[src/rtl/ic_fill_ctrl_if.sv]
// Miss/fill bundle between icache, fill controller and memory arbiter.
// The controller takes the slave view; the icache/memory side the master view.
interface ic_fill_ctrl_if #(
  parameter int BEAT_W = 64
);
  logic              ic_miss;
  logic [31:0]       ic_miss_addr;
  logic              ic_exp;
  logic              mem_req;
  logic [31:0]       mem_addr;
  logic              mem_gnt;
  logic [BEAT_W-1:0] mem_rdata;
  logic              mem_rvalid;
  logic [255:0]      ic_fill_data;
  logic              ic_miss_ack;
  logic              busy;

  modport slave (
    input  ic_miss, ic_miss_addr, ic_exp,
    input  mem_gnt, mem_rdata, mem_rvalid,
    output mem_req, mem_addr,
    output ic_fill_data, ic_miss_ack, busy
  );

  modport master (
    output ic_miss, ic_miss_addr, ic_exp,
    output mem_gnt, mem_rdata, mem_rvalid,
    input  mem_req, mem_addr,
    input  ic_fill_data, ic_miss_ack, busy
  );
endinterface

[src/rtl/ic_fill_ctrl.sv]
// Icache line fill controller: one miss at a time, burst read of
// NBEATS beats, assembles the line and strobes ic_miss_ack once.
module ic_fill_ctrl #(
  parameter int BEAT_W = 64,
  parameter int NBEATS = 4
) (
  input logic           clk,
  input logic           rst,
  ic_fill_ctrl_if.slave bus
);

  localparam int CW = (NBEATS > 1) ? $clog2(NBEATS) : 1;
  localparam logic [CW-1:0] LAST = CW'(NBEATS - 1);

  typedef enum logic [2:0] {
    IDLE,
    REQ,
    FILL,
    ACK,
    DRAIN
  } state_t;

  state_t        state;
  logic [CW-1:0] beat_cnt;
  logic          abort;

  // Miss FSM; all outputs are registered and mem_addr holds the line address.
  always_ff @(posedge clk) begin
    if (rst) begin
      state            <= IDLE;
      beat_cnt         <= '0;
      abort            <= 1'b0;
      bus.mem_req      <= 1'b0;
      bus.mem_addr     <= '0;
      bus.ic_fill_data <= '0;
      bus.ic_miss_ack  <= 1'b0;
      bus.busy         <= 1'b0;
    end else begin
      unique case (state)
        IDLE: begin
          if (bus.ic_miss && !bus.ic_exp) begin
            bus.mem_addr <= {bus.ic_miss_addr[31:5], 5'b0};
            bus.mem_req  <= 1'b1;
            bus.busy     <= 1'b1;
            state        <= REQ;
          end
        end
        REQ: begin
          if (bus.mem_gnt) begin
            bus.mem_req <= 1'b0;
            beat_cnt    <= '0;
            abort       <= bus.ic_exp;
            state       <= FILL;
          end else if (bus.ic_exp) begin
            bus.mem_req <= 1'b0;
            bus.busy    <= 1'b0;
            state       <= IDLE;
          end
        end
        FILL: begin
          if (bus.ic_exp) begin
            abort <= 1'b1;
          end
          if (bus.mem_rvalid) begin
            for (int b = 0; b < NBEATS; b++) begin
              if (beat_cnt == CW'(b)) begin
                bus.ic_fill_data[b*BEAT_W +: BEAT_W] <= bus.mem_rdata;
              end
            end
            beat_cnt <= beat_cnt + 1'b1;
            if (beat_cnt == LAST) begin
              if (abort || bus.ic_exp) begin
                state <= DRAIN;
              end else begin
                bus.ic_miss_ack <= 1'b1;
                state           <= ACK;
              end
            end
          end
        end
        ACK: begin
          bus.ic_miss_ack <= 1'b0;
          bus.busy        <= 1'b0;
          state           <= IDLE;
        end
        DRAIN: begin
          abort    <= 1'b0;
          beat_cnt <= '0;
          bus.busy <= 1'b0;
          state    <= IDLE;
        end
        default: begin
          state <= IDLE;
        end
      endcase
    end
  end

endmodule

[src/flat_wrapper.sv]
// flat-port wrapper written by rule: the top's interface ports become plain ports
module ic_fill_ctrl_flat 
#(
  parameter int BEAT_W = 64,
  parameter int NBEATS = 4
)
  (clk, rst, bus_ic_miss, bus_ic_miss_addr, bus_ic_exp, bus_mem_gnt, bus_mem_rdata, bus_mem_rvalid, bus_mem_req, bus_mem_addr, bus_ic_fill_data, bus_ic_miss_ack, bus_busy);
  ic_fill_ctrl_if #(.BEAT_W(BEAT_W)) bus_i ();
  input logic clk;
  input logic rst;
  input wire logic [$bits(bus_i.ic_miss)-1:0] bus_ic_miss;
  input wire logic [$bits(bus_i.ic_miss_addr)-1:0] bus_ic_miss_addr;
  input wire logic [$bits(bus_i.ic_exp)-1:0] bus_ic_exp;
  input wire logic [$bits(bus_i.mem_gnt)-1:0] bus_mem_gnt;
  input wire logic [$bits(bus_i.mem_rdata)-1:0] bus_mem_rdata;
  input wire logic [$bits(bus_i.mem_rvalid)-1:0] bus_mem_rvalid;
  output wire logic [$bits(bus_i.mem_req)-1:0] bus_mem_req;
  output wire logic [$bits(bus_i.mem_addr)-1:0] bus_mem_addr;
  output wire logic [$bits(bus_i.ic_fill_data)-1:0] bus_ic_fill_data;
  output wire logic [$bits(bus_i.ic_miss_ack)-1:0] bus_ic_miss_ack;
  output wire logic [$bits(bus_i.busy)-1:0] bus_busy;
  assign bus_i.ic_miss = bus_ic_miss;
  assign bus_i.ic_miss_addr = bus_ic_miss_addr;
  assign bus_i.ic_exp = bus_ic_exp;
  assign bus_i.mem_gnt = bus_mem_gnt;
  assign bus_i.mem_rdata = bus_mem_rdata;
  assign bus_i.mem_rvalid = bus_mem_rvalid;
  assign bus_mem_req = bus_i.mem_req;
  assign bus_mem_addr = bus_i.mem_addr;
  assign bus_ic_fill_data = bus_i.ic_fill_data;
  assign bus_ic_miss_ack = bus_i.ic_miss_ack;
  assign bus_busy = bus_i.busy;
  ic_fill_ctrl #(.BEAT_W(BEAT_W), .NBEATS(NBEATS)) u_core (.clk(clk), .rst(rst), .bus(bus_i));
endmodule
[config.mk]
export PLATFORM = sky130hd
export DESIGN_NAME = ic_fill_ctrl_flat
export DESIGN_NICKNAME = d
export VERILOG_FILES = /design/src/rtl/ic_fill_ctrl_if.sv /design/src/rtl/ic_fill_ctrl.sv /design/src/flat_wrapper.sv
export SDC_FILE = /design/constraint.sdc
export NUM_CORES = 1
export LEC_CHECK = 0
export ABC_AREA = 1
export BUFFER_PORTS_ARGS = -buffer_cell sky130_fd_sc_hd__buf_2
export CAP_MARGIN = 20
export CORE_MARGIN = 10
export CORE_UTILIZATION = 49
export CTS_CLUSTER_SIZE = 30
export DETAILED_ROUTE_END_ITERATION = 16
export PLACE_DENSITY = 0.8
export SYNTH_ARGS = -nofsm -noshare
export SYNTH_HDL_FRONTEND = slang
export SYNTH_SLANG_ARGS = --single-unit
[constraint.sdc]
create_clock -name clk -period 2.13 [get_ports clk]
set_clock_uncertainty 0.2 [all_clocks]
set_input_delay 0.426 -clock clk [delete_from_list [all_inputs] [get_ports clk]]
set_output_delay 0.426 -clock clk [all_outputs]
set_load 0.03 [all_outputs]
==> flow_results.xml <==
<?xml version="1.0" encoding="UTF-8"?>
<metrics>
  <group name="worst_setup_path">
    <metric name="crit_path_cell_trace" unit="">nor2_4 &gt; nand3_2 &gt; inv_6 &gt; nand2_2 &gt; buf_12 &gt; nand2_1 &gt; a21oi_1</metric>
    <metric name="slowest_stage" unit="">dfxtp_1</metric>
    <metric name="reg2reg_depth" unit="">7</metric>
    <metric name="worst-endpoint-arrival" unit="ns">2.19</metric>
    <metric name="endpoint_kind" unit="">register</metric>
    <metric name="timing.critical_path.from_type" unit="">register</metric>
    <metric name="critical_path_required" unit="ns">2.39</metric>
    <metric name="timing.critical_path.depth" unit="">7</metric>
    <metric name="cp_top_family" unit="">simple AND/OR/NAND/NOR gates</metric>
    <metric name="critical-path-max-stage-delay" unit="ns">0.55</metric>
    <metric name="crit_buf_inv" unit="">2</metric>
    <metric name="setup.worst_path.class" unit="">register to register</metric>
    <metric name="path_max_fanout" unit="">34</metric>
  </group>
  <group name="synthesis">
    <metric name="ys_ff_latch" unit="">292</metric>
    <metric name="ys_seq_area_share" unit="%">54.0</metric>
    <metric name="yosysMostFrequentCell" unit="">dfxtp_1</metric>
    <metric name="asyncSetResetFlopFracSynth" unit="%">0</metric>
    <metric name="leading_post_synthesis_cells_by_instance_count" unit="">292 x dfxtp_1, 276 x nand2_1, 268 x nand3_1, 261 x a21oi_1, 68 x nor2_1</metric>
    <metric name="synth_ff_type" unit="">dfxtp_1</metric>
    <metric name="synth_enable_flop_cells" unit="">0</metric>
    <metric name="syn_inst" unit="">1348</metric>
    <metric name="post_synth_instance_area" unit="µm²">10800</metric>
    <metric name="yosys.area.top_type_share" unit="%">54.0</metric>
    <metric name="postSynthAreaPerCell" unit="µm²">8.03</metric>
    <metric name="ys_top_cells_by_area" unit="">dfxtp_1 54%, nand3_1 12%, a21oi_1 12%, nand2_1 9.6%, nor2_1 2.4%</metric>
    <metric name="synth_cell_types" unit="">24</metric>
    <metric name="synth_area_leader_cell" unit="">dfxtp_1</metric>
    <metric name="synthesis.yosys.warnings" unit="">0</metric>
  </group>
  <group name="placement">
    <metric name="post-place-ws" unit="ns">0.127</metric>
    <metric name="dpl.hpwl" unit="mm">26.0</metric>
    <metric name="io_buf_count" unit="">382</metric>
    <metric name="gp_congestion" unit="">0.866</metric>
    <metric name="place.detailed.instances" unit="">1931</metric>
  </group>
  <group name="die">
    <metric name="floorplan.die.height" unit="µm">169</metric>
    <metric name="dieWidth" unit="µm">169</metric>
    <metric name="floorplan.initialDensity" unit="%">49.8</metric>
    <metric name="core_box_area" unit="µm²">21800</metric>
    <metric name="i_o_pin_cnt" unit="">393</metric>
    <metric name="die-area" unit="µm²">28400</metric>
    <metric name="placementRows" unit="">54</metric>
  </group>
  <group name="sta">
    <metric name="tightest_slew" unit="ns">0.604</metric>
    <metric name="final_critical_path_setup_slack" unit="ns">0.200</metric>
    <metric name="period_utilization" unit="%">90.6</metric>
    <metric name="timing.fmax" unit="MHz">518</metric>
    <metric name="timing.final.max_slew_violations" unit="">0</metric>
    <metric name="slew_headroom" unit="%">59.7</metric>
    <metric name="hold_ws" unit="ns">0.0228</metric>
    <metric name="setup-tns-final" unit="ns">0</metric>
    <metric name="period_needed" unit="ns">1.93</metric>
    <metric name="setup_viol" unit="">0</metric>
    <metric name="final-hold-violation-count" unit="">0</metric>
    <metric name="setup_repair_after_global_routing_missed_its_margin" unit="">false</metric>
  </group>
  <group name="detailed_routing">
    <metric name="first_pass_iters" unit="">7</metric>
    <metric name="post_drt_via_cell_ratio" unit="">5.68</metric>
    <metric name="number_of_drc_markers_after_the_initial_detailed_route_iteration" unit="">1574</metric>
    <metric name="detail_route.wirelength" unit="mm">41.1</metric>
    <metric name="postRouteAntennaNets" unit="">0</metric>
    <metric name="post_drt_wl_per_cell" unit="µm">19.8</metric>
    <metric name="drc_errors" unit="">0</metric>
    <metric name="total_vias_in_the_final_route" unit="">11800</metric>
  </group>
  <group name="grt">
    <metric name="use_met3" unit="%">7.60</metric>
    <metric name="first_global_vias" unit="">11200</metric>
    <metric name="first_pass_grt_wire_length" unit="mm">63.4</metric>
    <metric name="grt_antenna_before_repair" unit="">3</metric>
    <metric name="grtUsageMet1" unit="%">31.9</metric>
    <metric name="use_met2" unit="%">43.5</metric>
    <metric name="gr-total-overflow" unit="">0</metric>
    <metric name="maximum_number_of_pins_on_one_net_before_global_route_repair" unit="">80</metric>
    <metric name="gr-usage-all-layers" unit="%">26.8</metric>
    <metric name="grt_most_used_layer" unit="">met2</metric>
  </group>
  <group name="hold_path">
    <metric name="worst_hold_path_cells" unit="">3</metric>
    <metric name="hp-class" unit="">primary input to register</metric>
  </group>
  <group name="final_layout">
    <metric name="footprint_of_the_multi_input_gates" unit="µm²">4280</metric>
    <metric name="area_growth" unit="%">38.3</metric>
    <metric name="layoutNonFillerInstCount" unit="">2079</metric>
    <metric name="fillers" unit="">1621</metric>
    <metric name="final_layout_size_suffix_gt1_share" unit="%">27.3</metric>
    <metric name="area.sequential" unit="µm²">5850</metric>
    <metric name="design.final.nets" unit="">1877</metric>
  </group>
  <group name="run">
    <metric name="max_cap_viol_count" unit="">0</metric>
  </group>
  <group name="cts">
    <metric name="cts.root.buffer_cell" unit="">clkbuf_16</metric>
    <metric name="post_cts_buffers" unit="">0</metric>
    <metric name="cts.htree.levels" unit="">1</metric>
    <metric name="cts_tree" unit="">done</metric>
    <metric name="clk-insertion-delay-late" unit="ns">0.54</metric>
    <metric name="tritoncts_num_sinks" unit="">292</metric>
    <metric name="numCtsBuffers" unit="">30</metric>
    <metric name="maximum_clock_insertion_buffer_count" unit="">3</metric>
    <metric name="clock_transition_time_at_the_flip_flop_clock_pins_of_the_worst_setup_and_hold_paths" unit="ns">0.07</metric>
  </group>
  <group name="power">
    <metric name="power_per_cell_area" unit="nW/µm²">1070</metric>
    <metric name="power_leakage" unit="nW">6.39</metric>
    <metric name="vdd_drop_max" unit="µV">901</metric>
  </group>
  <group name="status">
    <metric name="status" unit="">complete, no violations</metric>
  </group>
</metrics>
-- per-layer routing --
layer / up-vias / part of all wire (%) / wire (µm)
li1: 5386 / - / -
met1: 5432 / 37 / 15200
met2: 847 / 47 / 19100
met3: 149 / 12 / 4730
met4: 0 / 4.9 / 2010
met5: - / 0 / 0
-- state kept, by name, indices dropped and copies added (netlist names) --
signal                   count
u_core.bus.mem_req           1
u_core.bus.mem_addr         27
u_core.beat_cnt              2
u_core.abort                 1
u_core.state                 3
u_core.bus.ic_fill_data    256
u_core.bus.ic_miss_ack       1
u_core.bus.busy              1
-- power by group --
part	switching [W]	internal, W
Combinational	0.00298	0.00108
Sequential	0.000237	0.00583
Clock	0.00222	0.00373
-- cell families after synthesis --
| kind of cell | after synthesis | synth area share (%) |
|---|---|---|
| compound gates | 292 | 13.5 |
| buf+inv | 135 | 6.81 |
| flops | 292 | 54.0 |
| fa+ha+maj | 4 | 0.462 |
| other cells | 1 | 0.0346 |
| simple gates | 624 | 25.2 |
-- metrics by stage --
step	power, W	area (µm²)	util [%]
global route	0.0167	15000	68.8
finish	0.0161	15000	68.8
global placement	0.00992	12900	59.4
detailed placement	0.00998	12900	59.4
floorplan	0.00878	10800	-
CTS	0.0160	15000	68.7
-- layout by cell type (no fill, tap or decap), drive strengths merged --
| cell | instances |
|---|---|
| ha | 4 |
| buf | 421 |
| nand2 | 281 |
| a211oi | 1 |
| bufinv | 7 |
| or2 | 1 |
| nand3 | 270 |
| o21ai | 30 |
| diode | 4 |
| conb | 5 |
| clkinv | 6 |
| inv | 14 |
| clkinvlp | 1 |
| a21oi | 261 |
| nor2 | 70 |
| dlygate4sd3 | 88 |
| nor3 | 2 |
| clkbuf | 41 |
| dfxtp | 292 |
-- worst register-to-register path, stage by stage, from the launching register on --
cell	delay [ns]
dfxtp_1	0.55
nor2_4	0.10
nand3_2	0.12
inv_6	0.07
nand2_2	0.26
buf_12	0.26
nand2_1	0.11
a21oi_1	0.18
-- final cells by class --
| type | instances | area share [%] |
|---|---|---|
| clock inverters | 15 | 1.81 |
| diodes | 4 | 0.0669 |
| well taps | 280 | 2.34 |
| clock buffers | 41 | 5.83 |
| repair buffers | 509 | 22.0 |
| flip-flops and latches | 292 | 39.0 |
| multi-input cells | 925 | 28.6 |
| inverters | 13 | 0.359 |
-- timing repair --
| action | CTS | global route |
|---|---|---|
| setup endpoints to repair | 0 | 6 |
| hold endpoints to repair | 243 | 0 |
| gates resized for setup | 0 | 1 |
| hold buffers | 88 | 0 |
-- path summary, 6_finish.rpt --
path	startpoint	endpoint	slack [ns]
max	u_core.state[2]$_SDFFE_PP0P_	u_core.bus.ic_fill_data[145]$_SDFFE_PP0P_	0.20
min	bus_mem_rdata[48]	u_core.bus.ic_fill_data[48]$_SDFFE_PP0P_	0.02
max reg2reg	u_core.state[2]$_SDFFE_PP0P_	u_core.bus.ic_fill_data[145]$_SDFFE_PP0P_	0.20
min reg2reg	u_core.bus.ic_fill_data[184]$_SDFFE_PP0P_	u_core.bus.ic_fill_data[184]$_SDFFE_PP0P_	0.26
Note: power is estimated with default switching activity, not from simulation.
